<file path="config.mk">
export PLATFORM = sky130hd
export DESIGN_NAME = des_key_sequencer
export DESIGN_NICKNAME = d
export VERILOG_FILES = /design/src/rtl/des_key_sequencer.sv
export SDC_FILE = /design/constraint.sdc
export NUM_CORES = 1
export LEC_CHECK = 0
export CAP_MARGIN = 40
export CORE_UTILIZATION = 47
export CTS_CLUSTER_DIAMETER = 100
export DETAILED_ROUTE_END_ITERATION = 8
export PLACE_DENSITY = 0.76
export SLEW_MARGIN = 20
export SYNTH_ARGS = -nofsm -noshare
export SYNTH_HDL_FRONTEND = slang
export SYNTH_SLANG_ARGS = --single-unit
export TNS_END_PERCENT = 20
</file>
<file path="constraint.sdc">
create_clock -name clk -period 2 [get_ports clk]
set_clock_uncertainty 0.05 [all_clocks]
set_input_delay 0.4 -clock clk [delete_from_list [all_inputs] [get_ports clk]]
set_output_delay 0.4 -clock clk [all_outputs]
set_load 0.03 [all_outputs]
</file>
<file path="src/rtl/des_key_sequencer.sv">
`default_nettype none
// ============================================================================
// Module      : des_key_sequencer
// Description : Job sequencer for a triple-DES subkey generator and Feistel
//               round datapath. It steps three 17-cycle key phases per block
//               and flags which cycles carry a valid subkey.
// Revision    : 1.0 - initial release
// ============================================================================
module des_key_sequencer #(
  parameter int ROUNDS = 16,
  parameter int PHASES = 3
) (
  input  logic       clk,
  input  logic       rst,
  input  logic       in_valid,
  input  logic       in_decrypt,
  output logic       in_ready,
  output logic [4:0] round_count,
  output logic [1:0] key_count,
  output logic       cnt_rollover,
  output logic       key_rollover,
  output logic       reverse,
  output logic       subkey_valid,
  output logic [3:0] subkey_num,
  output logic       phase_decrypt,
  output logic       out_valid,
  input  logic       out_ready
);

  typedef enum logic [1:0] {
    S_IDLE  = 2'd0,
    S_ROUND = 2'd1,
    S_FLUSH = 2'd2,
    S_DONE  = 2'd3
  } state_t;

  localparam logic [4:0] c_last_round = 5'(ROUNDS);
  localparam logic [1:0] c_last_phase = 2'(PHASES - 1);

  state_t     state_q, state_d;
  logic [4:0] round_count_q, round_count_d;
  logic [1:0] key_count_q, key_count_d;
  logic       reverse_q, reverse_d;
  logic       subkey_valid_q, subkey_valid_d;
  logic [3:0] subkey_num_q, subkey_num_d;
  logic       phase_decrypt_q, phase_decrypt_d;
  logic       w_in_round;
  logic       w_cnt_roll;
  logic       w_key_roll;

  // Rollover flags are decodes of the registered counters, only live in ROUND
  always_comb begin
    w_in_round = (state_q == S_ROUND);
    w_cnt_roll = w_in_round && (round_count_q == c_last_round);
    w_key_roll = w_cnt_roll && (key_count_q == c_last_phase);
  end

  // Next-state and counter logic; the round counter never stalls in ROUND
  // because the generator shifts its key registers every cycle.
  always_comb begin
    state_d         = state_q;
    round_count_d   = round_count_q;
    key_count_d     = key_count_q;
    reverse_d       = reverse_q;
    subkey_valid_d  = w_in_round && (round_count_q != 5'd0);
    subkey_num_d    = w_in_round ? 4'(round_count_q - 5'd1) : 4'd0;
    phase_decrypt_d = w_in_round && (reverse_q ^ (key_count_q == 2'd1));

    case (state_q)
      S_IDLE: begin
        round_count_d = 5'd0;
        key_count_d   = 2'd0;
        if (in_valid) begin
          reverse_d = in_decrypt;
          state_d   = S_ROUND;
        end
      end
      S_ROUND: begin
        if (w_cnt_roll) begin
          round_count_d = 5'd0;
          if (w_key_roll) begin
            key_count_d = 2'd0;
            state_d     = S_FLUSH;
          end else begin
            key_count_d = key_count_q + 2'd1;
          end
        end else begin
          round_count_d = round_count_q + 5'd1;
        end
      end
      S_FLUSH: state_d = S_DONE;
      S_DONE: begin
        if (out_ready) state_d = S_IDLE;
      end
      default: state_d = S_IDLE;
    endcase

    // An out-of-range phase can only come from an upset; recover to idle.
    if (key_count_q > c_last_phase) begin
      state_d       = S_IDLE;
      round_count_d = 5'd0;
      key_count_d   = 2'd0;
    end
  end

  // State and output registers with asynchronous reset
  always_ff @(posedge clk or posedge rst) begin
    if (rst) begin
      state_q         <= S_IDLE;
      round_count_q   <= 5'd0;
      key_count_q     <= 2'd0;
      reverse_q       <= 1'b0;
      subkey_valid_q  <= 1'b0;
      subkey_num_q    <= 4'd0;
      phase_decrypt_q <= 1'b0;
    end else begin
      state_q         <= state_d;
      round_count_q   <= round_count_d;
      key_count_q     <= key_count_d;
      reverse_q       <= reverse_d;
      subkey_valid_q  <= subkey_valid_d;
      subkey_num_q    <= subkey_num_d;
      phase_decrypt_q <= phase_decrypt_d;
    end
  end

  assign in_ready      = (state_q == S_IDLE);
  assign out_valid     = (state_q == S_DONE);
  assign round_count   = round_count_q;
  assign key_count     = key_count_q;
  assign cnt_rollover  = w_cnt_roll;
  assign key_rollover  = w_key_roll;
  assign reverse       = reverse_q;
  assign subkey_valid  = subkey_valid_q;
  assign subkey_num    = subkey_num_q;
  assign phase_decrypt = phase_decrypt_q;

endmodule
`default_nettype wire

</file>
==> results of run 1 <==
==> critical path, delay by kind of cell, from the launching register on <==
family,cells,cell delay [ns]
buffers and inverters,2,0.82
DFF,1,0.38
==> power groups by stage <==
stage / clock, mW / combinational (mW) / sequential (mW)
finish: 0.169 / 1.32 / 0.563
global placement: 0 / 1.23 / 0.558
floorplan: 0 / 0.702 / 0.734
global route: 0.182 / 1.43 / 0.580
detailed placement: 0 / 1.26 / 0.568
CTS: 0.170 / 1.25 / 0.563
==> cells in the mapped netlist (2+ instances only) <==
library cell	number
nand2_1	5
xor2_1	5
dfrtp_1	16
and2_1	4
nor3_1	2
nand3_1	2
ha_1	8
nor2_1	5
o21ai_1	2
inv_1	8
a21oi_1	5
nor2b_1	5
==> what timing repair did <==
| action | 4_1_cts | 5_1_grt |
|---|---|---|
| endpoints found under the setup margin | 4 | 2 |
| pin swaps | 0 | 2 |
| resized for setup | 5 | 6 |
| hold buffers | 0 | 0 |
| setup buffers | 0 | 1 |
==> placed cells by master (no fill, tap or decap), drive strengths merged, types with 2 or more instances in the layout <==
cell type      count
nand2              5
nor2b              5
clkbuf             3
dlygate4sd2        3
buf                6
nand3              2
and2               4
a21oi              5
ha                 8
mux2               2
o21ai              2
dfrtp             16
xor2               5
clkdlybuf4s50     17
nor2               6
nand2b             2
nor3               3
inv                8
==> routing by layer <==
| layer | part of all wire [%] | wire length [um] |
|---|---|---|
| met2 | 51 | 999 |
| met5 | 0 | 0 |
| met4 | 2.6 | 51 |
| met1 | 43 | 845 |
| met3 | 3.6 | 71 |
==> sequential cells by signal, indices dropped and copies added (netlist names) <==
signal and count:
reverse 1, phase_decrypt 1, subkey_valid 1, state_q 2, subkey_num 4, key_count 2, round_count 5
==> cells by family (layout without fill, tap and decap cells) <==
| group | after synthesis | after routing |
|---|---|---|
| flip-flops | 16 | 16 |
| AND/OR/NAND/NOR | 31 | 31 |
| adder cells (fa/ha/maj) | 8 | 8 |
| AO/OA/AOI/OAI | 16 | 16 |
| multiplexers | 2 | 2 |
| buffers and inverters | 12 | 37 |
| XOR/XNOR | 6 | 6 |
==> worst max-delay path by stage <==
stage          cells after the start           start              to  slack [ns]
3_5_place_dp                       3      state_q[0]        in_ready        0.19
6_report                           2  round_count[0]  round_count[0]        0.07
4_1_cts                            5      state_q[1]    key_rollover      0.0004
2_1_floorplan                      4  round_count[0]    key_rollover        0.07
5_1_grt                            5      state_q[1]    key_rollover       -0.03
3_3_place_gp                       3      state_q[0]        in_ready        0.23
==> through the flow <==
stage	setup slack (ns)	setup TNS (ns)
finish	0.0697	0
global route	-0.0277	-0.0277
CTS	0.000360	0
detailed placement	0.187	0
global placement	0.229	0
floorplan	0.0691	0
==> cell type report <==
cell class / instances / share of cell area [%]
well taps: 25 / 2.52
inverters: 8 / 2.42
clock buffers: 3 / 1.82
repair buffers: 26 / 19.5
multi-input cells: 63 / 41.3
flip-flops and latches: 16 / 32.5
==> impl_metrics.prom, run 1 <==
# TYPE chip_impl_metric gauge
chip_impl_info{name="status",value="complete, no violations"} 1
chip_impl_metric{name="worst_pin_slew",unit="ns"} 0.614
chip_impl_metric{name="floorplan.rows",unit=""} 15
chip_impl_info{name="worst-setup-path-type",value="register to output port"} 1
chip_impl_metric{name="dpl_wire_length",unit="mm"} 1.47
chip_impl_metric{name="grt_antenna_before_repair",unit=""} 0
chip_impl_metric{name="yosys_warnings",unit=""} 0
chip_impl_metric{name="finalNonFillerCells",unit=""} 141
chip_impl_info{name="critical_path.startpoint_type",value="register"} 1
chip_impl_metric{name="routed_wirelength",unit="mm"} 1.97
chip_impl_metric{name="design_area",unit="mm^2"} 0.00124
chip_impl_metric{name="grt_first_pass_wirelength",unit="mm"} 3.09
chip_impl_metric{name="timing.reg2reg.setup_slack",unit="ns"} 0.19
chip_impl_metric{name="top_cell_type_s_share_of_synthesized_area",unit="%"} 42.4
chip_impl_metric{name="netSwitchingPower",unit="uW"} 945
chip_impl_metric{name="die_height",unit="um"} 46.8
chip_impl_metric{name="muxShareOfSynthArea",unit="%"} 2.78
chip_impl_metric{name="multi_input_area",unit="um^2"} 512
chip_impl_metric{name="synth_edf_count",unit=""} 0
chip_impl_metric{name="power.switching_fraction",unit="%"} 46.1
chip_impl_metric{name="finalHoldWorstSlack",unit="ns"} 0.424
chip_impl_metric{name="cts.htree.levels",unit=""} 1
chip_impl_info{name="clock_tree_from_tritoncts",value="done"} 1
chip_impl_metric{name="vias_per_inst",unit=""} 5.30
chip_impl_metric{name="irDropWorstVdd",unit="uV"} 810
chip_impl_info{name="critPathCaptureType",value="output port"} 1
chip_impl_info{name="synth_flop_cell",value="dfrtp_1"} 1
chip_impl_metric{name="numClockSinks",unit=""} 16
chip_impl_metric{name="slew-limit-headroom",unit="%"} 59.0
chip_impl_metric{name="cts.reportedPaths.clkPinSlew",unit="ns"} 0.09
chip_impl_metric{name="report.final.setup_viol",unit=""} 0
chip_impl_info{name="r2r_path_end",value="round_count[4]"} 1
chip_impl_metric{name="numPlacedInstances",unit=""} 137
chip_impl_metric{name="drc",unit=""} 0
chip_impl_metric{name="synthesis.instances",unit=""} 91
chip_impl_metric{name="post_layout_minimum_cycle_time",unit="ns"} 1.93
chip_impl_metric{name="vias",unit=""} 748
chip_impl_metric{name="grtUsageTotal",unit="%"} 20.6
chip_impl_metric{name="power.internal",unit="mW"} 1.11
chip_impl_metric{name="timing.fmax",unit="GHz"} 0.518
chip_impl_metric{name="initial_utilization",unit="%"} 52.4
chip_impl_metric{name="ant_nets",unit=""} 0
chip_impl_metric{name="post_route_cells_drive_above_1_share",unit="%"} 19.8
chip_impl_metric{name="max_cap_violations",unit=""} 0
chip_impl_metric{name="power.share.clock",unit="%"} 8.2
chip_impl_metric{name="async_flop_share",unit="%"} 100
chip_impl_metric{name="ys_ff_latch",unit=""} 16
chip_impl_info{name="yosys-top-cells-area",value="dfrtp_1 (42%), ha_1 (11%), xor2_1 (4.6%)"} 1
chip_impl_info{name="regToRegStartpoint",value="state_q[0]"} 1
chip_impl_metric{name="cpPeakStageDelay",unit="ns"} 0.67
chip_impl_metric{name="synthToLayoutAreaGrowth",unit="%"} 31.3
chip_impl_metric{name="post_drt_wl_per_cell",unit="um"} 13.9
chip_impl_metric{name="gp_congestion",unit=""} 0.795
chip_impl_metric{name="synth_cell_types",unit=""} 36
chip_impl_metric{name="syn_avg_cell_area",unit="um^2"} 10.4
chip_impl_metric{name="post_dp_area",unit="mm^2"} 0.00119
chip_impl_metric{name="grt_util_met2",unit="%"} 35.6
chip_impl_metric{name="sequential_cell_area",unit="um^2"} 403
chip_impl_metric{name="synth_simple_gate_area_share",unit="%"} 20.3
chip_impl_metric{name="synth-seq-area-share",unit="%"} 42.4
chip_impl_metric{name="p_total",unit="mW"} 2.05
chip_impl_metric{name="net_count_of_the_mapped_netlist",unit=""} 104
chip_impl_metric{name="design.core.area",unit="mm^2"} 0.00180
chip_impl_info{name="hp-class",value="input pin to async pin"} 1
chip_impl_metric{name="min_period_over_period",unit="%"} 96.5
chip_impl_info{name="main_combinational_cell_family_by_area_after_synthesis",value="simple AND/OR/NAND/NOR gates"} 1
chip_impl_metric{name="cts-buffers-inserted",unit=""} 3
chip_impl_metric{name="clockBufferDepth",unit=""} 2
chip_impl_metric{name="global_route.usage.met1",unit="%"} 25.5
chip_impl_metric{name="power.share.sequential",unit="%"} 27.5
chip_impl_metric{name="drt_first_pass_iters",unit=""} 4
chip_impl_metric{name="global_route.overflow_total",unit=""} 0
chip_impl_info{name="cts_root_buf",value="clkbuf_4"} 1
chip_impl_metric{name="syn-cell-area",unit="um^2"} 945
chip_impl_metric{name="later_pin_clock_latency_in_the_skew_report",unit="ns"} 0.29
chip_impl_metric{name="final-max-slew-violation-count",unit=""} 0
chip_impl_metric{name="fp.dieArea",unit="mm^2"} 0.00219
chip_impl_info{name="timing.critical_path.cells",value="buf_4 -> clkdlybuf4s50_1"} 1
chip_impl_metric{name="first_iter_violations",unit=""} 8
chip_impl_metric{name="maximum_number_of_pins_on_one_net_before_global_route_repair",unit=""} 17
chip_impl_metric{name="layout.filler_cells",unit=""} 160
chip_impl_metric{name="post_synth_xor_xnor_area",unit="%"} 5.56
chip_impl_info{name="most_area_hungry_cell_type_in_the_yosys_netlist",value="dfrtp_1"} 1
chip_impl_metric{name="power_frac_comb",unit="%"} 64.3
chip_impl_metric{name="synth-adder-area-share",unit="%"} 10.6
chip_impl_metric{name="synth-compound-area-share",unit="%"} 12.3
chip_impl_metric{name="post-route-util",unit="%"} 68.8
chip_impl_metric{name="die_w",unit="um"} 46.8
chip_impl_metric{name="final_hold_violations",unit=""} 0
chip_impl_metric{name="worst-endpoint-arrival",unit="ns"} 1.48
chip_impl_metric{name="critical_path.max_fanout",unit=""} 6
chip_impl_info{name="critical-path-slowest-cell",value="clkdlybuf4s50_1"} 1
chip_impl_metric{name="worst-r2r-cell-count",unit=""} 7
chip_impl_metric{name="cellLeakagePower",unit="nW"} 0.571
chip_impl_metric{name="global_routing_met3_resource_utilization",unit="%"} 3.46
chip_impl_info{name="rsz0062_at_grt",value="true"} 1
chip_impl_metric{name="ios",unit=""} 23
chip_impl_metric{name="antennaDiodeCount",unit=""} 0
chip_impl_metric{name="port-buffer-count",unit=""} 22
chip_impl_info{name="global_route.peak_usage_layer",value="met2"} 1
chip_impl_metric{name="critical_path_required",unit="ns"} 1.55
chip_impl_metric{name="design.final.nets",unit=""} 131
chip_impl_metric{name="power-per-cell-area",unit="mW/mm^2"} 1650
chip_impl_metric{name="grt_pass1_vias",unit=""} 699
Note: power is estimated with default switching activity, not from simulation.
==> inputs of run 2 (changes only) <==
--- a/config.mk
+++ b/config.mk
@@ -6,10 +6,11 @@
 export NUM_CORES = 1
 export LEC_CHECK = 0
 export CAP_MARGIN = 40
-export CORE_UTILIZATION = 47
+export CORE_UTILIZATION = 40
 export CTS_CLUSTER_DIAMETER = 100
 export DETAILED_ROUTE_END_ITERATION = 8
-export PLACE_DENSITY = 0.76
+export PLACE_DENSITY = 0.67
+export SETUP_SLACK_MARGIN = 0.3
 export SLEW_MARGIN = 20
 export SYNTH_ARGS = -nofsm -noshare
 export SYNTH_HDL_FRONTEND = slang
==> run 2 against run 1 <==
Hold slack better by 0.012 ns. Critical path depth grew 4. Final cell count is 9.2% higher. Clock power is 2% higher. Critical endpoint is now key_rollover. Sequential power fell by 1%. Register-to-register slack about the same. Worst setup slack better by 0.018 ns. Count of clock-buffer cells in the layout rose by 1. First-iteration DRC count stayed put. Largest power group unchanged. Core utilization decreased by 8.2 points.
==> impl_metrics.prom, run 2 (same netlist as run 1, synthesis figures left out) <==
# TYPE chip_impl_metric gauge
chip_impl_metric{name="gp_congestion",unit=""} 0.830
chip_impl_info{name="rsz0062_at_grt",value="true"} 1
chip_impl_metric{name="ios",unit=""} 23
chip_impl_metric{name="drc",unit=""} 0
chip_impl_metric{name="slew-limit-headroom",unit="%"} 58.9
chip_impl_info{name="most-common-layout-cells",value="clkdlybuf4s50_1 (15), buf_4 (13), dfrtp_1 (12)"} 1
chip_impl_metric{name="antennaDiodeCount",unit=""} 0
chip_impl_metric{name="grtUsageTotal",unit="%"} 17.5
chip_impl_metric{name="first_iter_violations",unit=""} 8
chip_impl_metric{name="report.final.setup_viol",unit=""} 0
chip_impl_metric{name="irDropWorstVdd",unit="uV"} 722
chip_impl_metric{name="largest_register_ff_count",unit=""} 5
chip_impl_metric{name="port-buffer-count",unit=""} 22
chip_impl_info{name="timing.critical_path.cells",value="inv_2 -> ha_4 -> nand4_1 -> buf_4 -> nor2_4 -> buf_6"} 1
chip_impl_info{name="mostFrequentLayoutCell",value="clkdlybuf4s50_1"} 1
chip_impl_metric{name="worst_pin_slew",unit="ns"} 0.615
chip_impl_metric{name="cpPeakStageDelay",unit="ns"} 0.45
chip_impl_metric{name="floorplan.rows",unit=""} 17
chip_impl_info{name="status",value="complete, no violations"} 1
chip_impl_metric{name="post-route-util",unit="%"} 60.6
chip_impl_metric{name="timing.fmax",unit="GHz"} 0.523
chip_impl_metric{name="grt_pass1_vias",unit=""} 762
chip_impl_metric{name="max_cap_violations",unit=""} 0
chip_impl_metric{name="vias_per_inst",unit=""} 4.94
chip_impl_metric{name="post_route_cells_drive_above_1_share",unit="%"} 30.2
chip_impl_metric{name="dpl_wire_length",unit="mm"} 1.37
chip_impl_metric{name="layout.filler_cells",unit=""} 210
chip_impl_metric{name="post_drt_wl_per_cell",unit="um"} 12.7
chip_impl_metric{name="cts-buffers-inserted",unit=""} 3
chip_impl_metric{name="die_height",unit="um"} 50.6
chip_impl_metric{name="finalNonFillerCells",unit=""} 154
chip_impl_metric{name="design_area",unit="mm^2"} 0.00134
chip_impl_metric{name="dp_slack",unit="ns"} 0.205
chip_impl_metric{name="hold_fix_buffers_at_cts",unit=""} 0
chip_impl_metric{name="timing.final.ws_setup",unit="ns"} 0.0874
chip_impl_metric{name="cts.htree.levels",unit=""} 1
chip_impl_metric{name="ant_nets",unit=""} 0
chip_impl_metric{name="cts.reportedPaths.clkPinSlew",unit="ns"} 0.09
chip_impl_info{name="clock_tree_from_tritoncts",value="done"} 1
chip_impl_info{name="critPathCaptureType",value="output port"} 1
chip_impl_metric{name="later_pin_clock_latency_in_the_skew_report",unit="ns"} 0.28
chip_impl_metric{name="grt_first_pass_wirelength",unit="mm"} 3.31
chip_impl_metric{name="finalHoldWorstSlack",unit="ns"} 0.436
chip_impl_metric{name="grt_antenna_before_repair",unit=""} 0
chip_impl_info{name="hp-class",value="input pin to async pin"} 1
chip_impl_metric{name="numPlacedInstances",unit=""} 140
chip_impl_metric{name="routed_wirelength",unit="mm"} 1.96
chip_impl_metric{name="final_hold_violations",unit=""} 0
chip_impl_metric{name="post_dp_area",unit="mm^2"} 0.00122
chip_impl_metric{name="clockBufferDepth",unit=""} 2
chip_impl_metric{name="post_layout_minimum_cycle_time",unit="ns"} 1.91
chip_impl_metric{name="numClockSinks",unit=""} 16
chip_impl_info{name="global_route.peak_usage_layer",value="met2"} 1
chip_impl_metric{name="synthToLayoutAreaGrowth",unit="%"} 41.9
chip_impl_metric{name="drt_first_pass_iters",unit=""} 3
chip_impl_metric{name="min_period_over_period",unit="%"} 95.6
chip_impl_metric{name="die_w",unit="um"} 50.6
chip_impl_metric{name="p_total",unit="mW"} 2.14
chip_impl_metric{name="maximum_number_of_pins_on_one_net_before_global_route_repair",unit=""} 17
chip_impl_metric{name="timing.setup.tns",unit="ns"} 0
chip_impl_metric{name="critical_path_required",unit="ns"} 1.55
chip_impl_metric{name="cellLeakagePower",unit="nW"} 0.638
chip_impl_info{name="critical_path.startpoint_type",value="register"} 1
chip_impl_metric{name="grt_util_met2",unit="%"} 30.4
chip_impl_metric{name="fp.dieArea",unit="mm^2"} 0.00256
chip_impl_metric{name="critical_path.max_fanout",unit=""} 5
chip_impl_metric{name="global_routing_met3_resource_utilization",unit="%"} 2.12
chip_impl_metric{name="vias",unit=""} 761
chip_impl_metric{name="initial_utilization",unit="%"} 42.7
chip_impl_info{name="worst-setup-path-type",value="register to output port"} 1
chip_impl_metric{name="design.final.nets",unit=""} 140
chip_impl_metric{name="worst-r2r-cell-count",unit=""} 7
chip_impl_metric{name="global_route.usage.met1",unit="%"} 21.2
chip_impl_info{name="critical-path-slowest-cell",value="dfrtp_2"} 1
chip_impl_metric{name="worst-endpoint-arrival",unit="ns"} 1.46
chip_impl_metric{name="power-per-cell-area",unit="mW/mm^2"} 1600
chip_impl_metric{name="global_route.overflow_total",unit=""} 0
chip_impl_metric{name="design.core.area",unit="mm^2"} 0.00221
chip_impl_info{name="cts_root_buf",value="clkbuf_4"} 1
chip_impl_metric{name="final-max-slew-violation-count",unit=""} 0
-- run 2: worst paths after layout --
kind                                        to  slack, ns      startpoint
worst max-delay path              key_rollover       0.09  round_count[1]
worst min register to register    key_count[0]       0.49    key_count[1]
min in group clk                  key_count[0]       0.49    key_count[1]
worst min-delay path             subkey_num[2]       0.44             rst
max in group asynchronous       round_count[1]       1.03             rst
worst max register to register  round_count[4]       0.20      state_q[0]
-- run 2: repair_timing --
action	CTS	global route
resized for setup	11	3
buffers inserted	9	1
setup endpoints to repair	20	23
pin swaps	2	1
-- run 2: final cells by class --
type                            instances  area (um^2)  area share, %
Clock buffer                            4         26.3           1.96
Multi-Input combinational cell         63          519           38.7
Timing Repair Buffer                   35          322           24.0
Sequential cell                        16          405           30.3
Inverter                                8         32.5           2.43
Tap cell                               28         35.0           2.61
-- run 2: layer usage --
layer / vias to the layer above / wire [um]
met5: - / 0
met4: 0 / 14
met3: 2 / 92
met2: 19 / 981
met1: 361 / 869
li1: 379 / -
-- run 2: critical path, delay by kind of cell, from the launching register on --
kind / cells / cell delay [ns]
buffers and inverters: 3 / 0.40
AND/OR/NAND/NOR: 2 / 0.20
flip-flops: 1 / 0.45
adder cells (fa/ha/maj): 1 / 0.14
-- run 2: power by group --
| part | internal (mW) | switching (mW) | leakage [nW] |
|---|---|---|---|
| combinational | 0.656 | 0.753 | 0.423 |
| clock | 0.0773 | 0.0962 | 0.0150 |
| sequential | 0.452 | 0.106 | 0.200 |
